`config.mk`:
```
export PLATFORM = sky130hd
export DESIGN_NAME = ser_frame_tx
export DESIGN_NICKNAME = d
export VERILOG_FILES = /design/src/rtl/ser_frame_tx.sv
export SDC_FILE = /design/constraint.sdc
export NUM_CORES = 1
export LEC_CHECK = 0
export ABC_AREA = 0
export CORE_MARGIN = 4
export CORE_UTILIZATION = 58
export CTS_BUF_LIST = sky130_fd_sc_hd__clkbuf_4 sky130_fd_sc_hd__clkbuf_8
export CTS_CLUSTER_SIZE = 28
export DETAILED_ROUTE_END_ITERATION = 8
export PLACE_DENSITY = 0.95
export SLEW_MARGIN = 10
export SYNTH_ARGS = -nofsm -noshare
export SYNTH_HDL_FRONTEND = slang
export SYNTH_SLANG_ARGS = --single-unit
export TNS_END_PERCENT = 20
```
`constraint.sdc`:
```
create_clock -name clk -period 3.88 [get_ports clk]
set_input_delay 0.388 -clock clk [delete_from_list [all_inputs] [get_ports clk]]
set_output_delay 0.388 -clock clk [all_outputs]
set_load 0.02 [all_outputs]
```
`src/rtl/ser_frame_tx.sv`:
```
// Serial frame transmitter: START, 2 address bits, 4 length bits, L payload bits, optional parity, STOP.
// Define SER_FRAME_TX_PARITY_EN to insert an even-parity bit ahead of STOP.
module ser_frame_tx (
    input  logic        clk,
    input  logic        rst,
    input  logic        clkEn,
    input  logic        start,
    input  logic [1:0]  port_addr,
    input  logic [3:0]  data_len,
    input  logic [14:0] data_in,
    output logic        serOut,
    output logic        busy,
    output logic        Done,
    output logic [2:0]  state_dbg_o
);

    typedef enum logic [2:0] {
        S_IDLE  = 3'd0,
        S_START = 3'd1,
        S_ADDR  = 3'd2,
        S_LEN   = 3'd3,
        S_DATA  = 3'd4,
`ifdef SER_FRAME_TX_PARITY_EN
        S_PAR   = 3'd5,
`endif
        S_STOP  = 3'd6
    } state_t;

`ifdef SER_FRAME_TX_PARITY_EN
    localparam state_t S_AFTER_BODY = S_PAR;
`else
    localparam state_t S_AFTER_BODY = S_STOP;
`endif

    state_t      state_q, state_d;
    logic [1:0]  addr_q, addr_d;
    logic [3:0]  len_q, len_d;
    // Bit 15 is a constant zero pad so the 4-bit DATA index never leaves the vector.
    logic [15:0] data_q, data_d;
    logic [1:0]  bcnt_q, bcnt_d;
    logic [3:0]  dcnt_q, dcnt_d;

    always_ff @(posedge clk) begin
        if (rst) begin
            state_q <= S_IDLE;
            addr_q  <= 2'd0;
            len_q   <= 4'd0;
            data_q  <= 16'd0;
            bcnt_q  <= 2'd0;
            dcnt_q  <= 4'd0;
        end else begin
            state_q <= state_d;
            addr_q  <= addr_d;
            len_q   <= len_d;
            data_q  <= data_d;
            bcnt_q  <= bcnt_d;
            dcnt_q  <= dcnt_d;
        end
    end

    always_comb begin
        state_d = state_q;
        addr_d  = addr_q;
        len_d   = len_q;
        data_d  = data_q;
        bcnt_d  = bcnt_q;
        dcnt_d  = dcnt_q;
        if (clkEn) begin
            case (state_q)
                S_IDLE: begin
                    if (start) begin
                        addr_d  = port_addr;
                        len_d   = data_len;
                        data_d  = {1'b0, data_in};
                        state_d = S_START;
                    end
                end
                S_START: begin
                    bcnt_d  = 2'd1;
                    state_d = S_ADDR;
                end
                S_ADDR: begin
                    if (bcnt_q == 2'd0) begin
                        bcnt_d  = 2'd3;
                        state_d = S_LEN;
                    end else begin
                        bcnt_d = bcnt_q - 2'd1;
                    end
                end
                S_LEN: begin
                    if (bcnt_q != 2'd0) begin
                        bcnt_d = bcnt_q - 2'd1;
                    end else if (len_q == 4'd0) begin
                        state_d = S_AFTER_BODY;
                    end else begin
                        dcnt_d  = len_q - 4'd1;
                        state_d = S_DATA;
                    end
                end
                S_DATA: begin
                    if (dcnt_q == 4'd0) begin
                        state_d = S_AFTER_BODY;
                    end else begin
                        dcnt_d = dcnt_q - 4'd1;
                    end
                end
`ifdef SER_FRAME_TX_PARITY_EN
                S_PAR: state_d = S_STOP;
`endif
                S_STOP: state_d = S_IDLE;
                default: state_d = S_IDLE;
            endcase
        end
    end

`ifdef SER_FRAME_TX_PARITY_EN
    logic parity;
    // Only the L transmitted payload bits take part in the parity.
    assign parity = (^addr_q) ^ (^len_q) ^ (^(data_q & ~(16'hFFFF << len_q)));
`endif

    always_comb begin
        serOut = 1'b1;
        case (state_q)
            S_IDLE:  serOut = 1'b1;
            S_START: serOut = 1'b0;
            S_ADDR:  serOut = addr_q[bcnt_q[0]];
            S_LEN:   serOut = len_q[bcnt_q];
            S_DATA:  serOut = data_q[dcnt_q];
`ifdef SER_FRAME_TX_PARITY_EN
            S_PAR:   serOut = parity;
`endif
            S_STOP:  serOut = 1'b1;
            default: serOut = 1'b1;
        endcase
    end

    assign Done        = (state_q == S_IDLE);
    assign busy        = ~Done;
    assign state_dbg_o = state_q;

endmodule

```
==> impl_metrics.env <==
export IMPL_layout_setup_ws_ps=887
export IMPL_yosysWarnings=0
export IMPL_clock_latency_ps=340
export IMPL_adder_cell_area_share_of_the_yosys_netlist_pct=1.52
export IMPL_clkSlewWorstSetupHoldPaths_ps=100
export IMPL_cts_tree="done"
export IMPL_placed_cell_area_um2=1860
export IMPL_synth_edf_count=0
export IMPL_cellPowerDensity_nw_per_um2=344
export IMPL_max_slew_worst_pin_slew_ps=1030
export IMPL_totalPowerFinal_uw=662
export IMPL_detailedRoute_firstIterationViolations=60
export IMPL_placement_rows=19
export IMPL_cts_repair_timing_setup_buffer_count=0
export IMPL_min_period_over_period_pct=77.1
export IMPL_die_area_um2=3760
export IMPL_drt_pass1_iterations=5
export IMPL_post_cts_resized=0
export IMPL_post_cts_hold_buffer_count=0
export IMPL_syn_cell_area_um2=1650
export IMPL_cts_max_path_buffers=2
export IMPL_syn_area_per_cell_um2=8.41
export IMPL_grt_antenna_before_repair=0
export IMPL_via_count_of_the_first_global_routing_pass=1372
export IMPL_top_level_pins=31
export IMPL_intPower_uw=477
export IMPL_r2r_start="state_dbg_o[2]"
export IMPL_antenna_cells=0
export IMPL_layout_min_cycle_time_ps=2990
export IMPL_worstPathArrival_ps=2610
export IMPL_netSwitchingFraction_pct=27.9
export IMPL_setup_tns_ps=0
export IMPL_detailroute_via_count=1457
export IMPL_power_combinational_fraction_pct=18.0
export IMPL_critical_path_endpoint_type="output port"
export IMPL_max_freq_mhz=334
export IMPL_rsz0062_at_grt="false"
export IMPL_yosys_area_share_xor_xnor_pct=0
export IMPL_antenna_violating_nets_post_route=0
export IMPL_core_region_area_um2=2730
export IMPL_grt_util_all_layers_pct=22.0
export IMPL_synth_seq_area_share_pct=36.4
export IMPL_start_kind="register"
export IMPL_top_library_cells_by_usage_in_the_layout_fill_and_taps_aside="sky130_fd_sc_hd__nand2_1 (47), sky130_fd_sc_hd__a21oi_1 (30), sky130_fd_sc_hd__dfxtp_1 (30), sky130_fd_sc_hd__clkdlybuf4s50_1 (30), sky130_fd_sc_hd__inv_1 (7)"
export IMPL_numClockSinks=30
export IMPL_pwr_share_seq_pct=51.0
export IMPL_crit_path_max_fanout=16
export IMPL_detailedPlacementHpwl_mm=2.68
export IMPL_fin_worst_skew_ps=14.0
export IMPL_mostFrequentLayoutCell="sky130_fd_sc_hd__nand2_1"
export IMPL_synth_compound_area_share_pct=19.0
export IMPL_global_route_wire_length_before_repair_mm=6.02
export IMPL_switching_power_uw=185
export IMPL_drive_gt1_share_pct=9.59
export IMPL_final_setup_fails=0
export IMPL_io_buffers=30
export IMPL_globalplace_congestion=0.893
export IMPL_finish_instance_area_um2=1930
export IMPL_root_buf_cell="sky130_fd_sc_hd__clkbuf_4"
export IMPL_detailedPlace_worstSlack_ps=1260
export IMPL_power_share_clock_pct=31.0
export IMPL_post_route_drc_count=0
export IMPL_yosys_area_share_simple_pct=24.1
export IMPL_worstPathRequired_ps=3490
export IMPL_route_detailed_vias_per_inst=5.83
export IMPL_ys_async_sr_fraction_pct=0
export IMPL_ys_seq_elements=30
export IMPL_synth_area_mux_share_pct=9.79
export IMPL_hold_ws_ps=459
export IMPL_peakVddDrop_v=0.000340
export IMPL_min_delay_worst_endpoint="data_q[5]"
export IMPL_crit_reg2reg_capture="dcnt_q[2]"
export IMPL_min_delay_path_depth=2
export IMPL_global_route_congestion_overflow_total=0
export IMPL_p_leak_nw=0.641
export IMPL_final_hold_violation_count=0
export IMPL_design_final_nets=245
export IMPL_post_synth_num_cell_types=40
export IMPL_report_final_slew_viol_count=0
export IMPL_wl_per_cell_um=14.6
export IMPL_syn_instance_count=196
export IMPL_outcome="complete, no violations"
export IMPL_cts_htree_levels=2
export IMPL_cts_made_buffers=5
export IMPL_worst_hold_path_type="register to register"
export IMPL_postRouteWirelength_mm=3.65
export IMPL_reg2regPathDepth=7
export IMPL_synth_net_count=223
export IMPL_number_of_max_cap_violations=0
export IMPL_fp_dieW_um=61.3
export IMPL_setup_reg_to_reg_worst_slack_ps=1560
export IMPL_synth_flop_cell="sky130_fd_sc_hd__dfxtp_1"
export IMPL_syn2layout_area_growth_pct=16.8
export IMPL_synth_top_family_by_area="simple AND/OR/NAND/NOR gates"
export IMPL_maxSlewHeadroom_pct=31.0
export IMPL_grt_start_max_net_pins=31
export IMPL_die_h_um=61.3
export IMPL_start_util_pct=60.3
export IMPL_crit_type="register to output port"
export IMPL_hold_path_startpoint="data_q[5]"
-- power groups by stage --
stage / Clock [mW] / Combinational [mW] / Sequential [mW]
5_1_grt: 0.220 / 0.131 / 0.341
2_1_floorplan: 0 / 0.0773 / 0.340
6_report: 0.205 / 0.120 / 0.338
4_1_cts: 0.206 / 0.119 / 0.338
3_5_place_dp: 0 / 0.119 / 0.345
3_3_place_gp: 0 / 0.115 / 0.344
-- area by class of cell --
cell class,instances,area [um2]
Fill cell,194,807
Tap cell,31,38.8
Clock buffer,7,58.8
Multi-Input combinational cell,144,897
Timing Repair Buffer,30,300
Clock inverter,1,5.00
Inverter,7,26.3
Sequential cell,30,601
-- synthesized netlist by cell type, types with 2 or more instances --
| cell type | n | area share (%) |
|---|---|---|
| sky130_fd_sc_hd__o2111ai_1 | 2 | 1.1 |
| sky130_fd_sc_hd__mux4_2 | 4 | 5.5 |
| sky130_fd_sc_hd__o21ai_0 | 4 | 1.2 |
| sky130_fd_sc_hd__dfxtp_1 | 30 | 36 |
| sky130_fd_sc_hd__nor2b_1 | 2 | 0.76 |
| sky130_fd_sc_hd__clkbuf_8 | 4 | 3.3 |
| sky130_fd_sc_hd__nand2_1 | 47 | 11 |
| sky130_fd_sc_hd__o31ai_1 | 2 | 0.91 |
| sky130_fd_sc_hd__or2b_2 | 2 | 1.1 |
| sky130_fd_sc_hd__nor3_1 | 6 | 1.8 |
| sky130_fd_sc_hd__buf_2 | 2 | 0.61 |
| sky130_fd_sc_hd__ha_1 | 2 | 1.5 |
| sky130_fd_sc_hd__a21oi_1 | 30 | 9.1 |
| sky130_fd_sc_hd__nor2_1 | 6 | 1.4 |
| sky130_fd_sc_hd__nand3b_1 | 3 | 1.4 |
| sky130_fd_sc_hd__inv_1 | 7 | 1.6 |
| sky130_fd_sc_hd__nor3b_1 | 2 | 0.91 |
| sky130_fd_sc_hd__nand3_1 | 5 | 1.5 |
| sky130_fd_sc_hd__clkbuf_1 | 5 | 1.1 |
| sky130_fd_sc_hd__buf_6 | 3 | 2.0 |
| sky130_fd_sc_hd__o311ai_0 | 2 | 1.1 |
| sky130_fd_sc_hd__nor4_1 | 2 | 0.76 |
| sky130_fd_sc_hd__mux2i_1 | 6 | 3.6 |
| sky130_fd_sc_hd__and3_1 | 2 | 0.76 |
-- worst max-delay path: stages (launching register included) --
cell and delay, ps:
sky130_fd_sc_hd__dfxtp_1 630, sky130_fd_sc_hd__or3b_1 540, sky130_fd_sc_hd__o311ai_0 420, sky130_fd_sc_hd__clkdlybuf4s50_1 680
-- worst max path at each step --
stage / startpoint / end / slack [ps] / cells after the start
3_5_place_dp: state_dbg_o[2] / serOut / 1260 / 3
3_3_place_gp: state_dbg_o[2] / serOut / 1290 / 3
5_1_grt: state_dbg_o[2] / serOut / 790 / 3
2_1_floorplan: state_dbg_o[1] / serOut / 1590 / 4
6_report: state_dbg_o[2] / serOut / 890 / 3
4_1_cts: state_dbg_o[2] / serOut / 890 / 3
-- per-stage QoR --
step	utilization (%)	cells
detailed placement	68.1	242
floorplan	-	196
global route	70.5	250
global placement	68.1	242
CTS	70.5	250
finish	70.5	250
-- cell families after synthesis --
logic type / Yosys count
buffers and inverters: 22
muxes: 11
adders and majority gates: 2
DFF: 30
AOI/OAI and AO/OA: 49
and+or+nand+nor: 82
-- registers in the layout (all words and copies together), names as in the netlist --
name	flops
data_q	15
dcnt_q	4
len_q	4
state_dbg_o	3
addr_q	2
bcnt_q	2
-- layer usage --
metal,global-route usage [%],up-vias,part of all wire (%)
met5,0,-,0
met4,11.1,0,2.6
met3,5.45,10,4.8
met2,36.9,46,50
met1,26.1,665,42
li1,-,736,-
(Power assumes the default switching activity.)
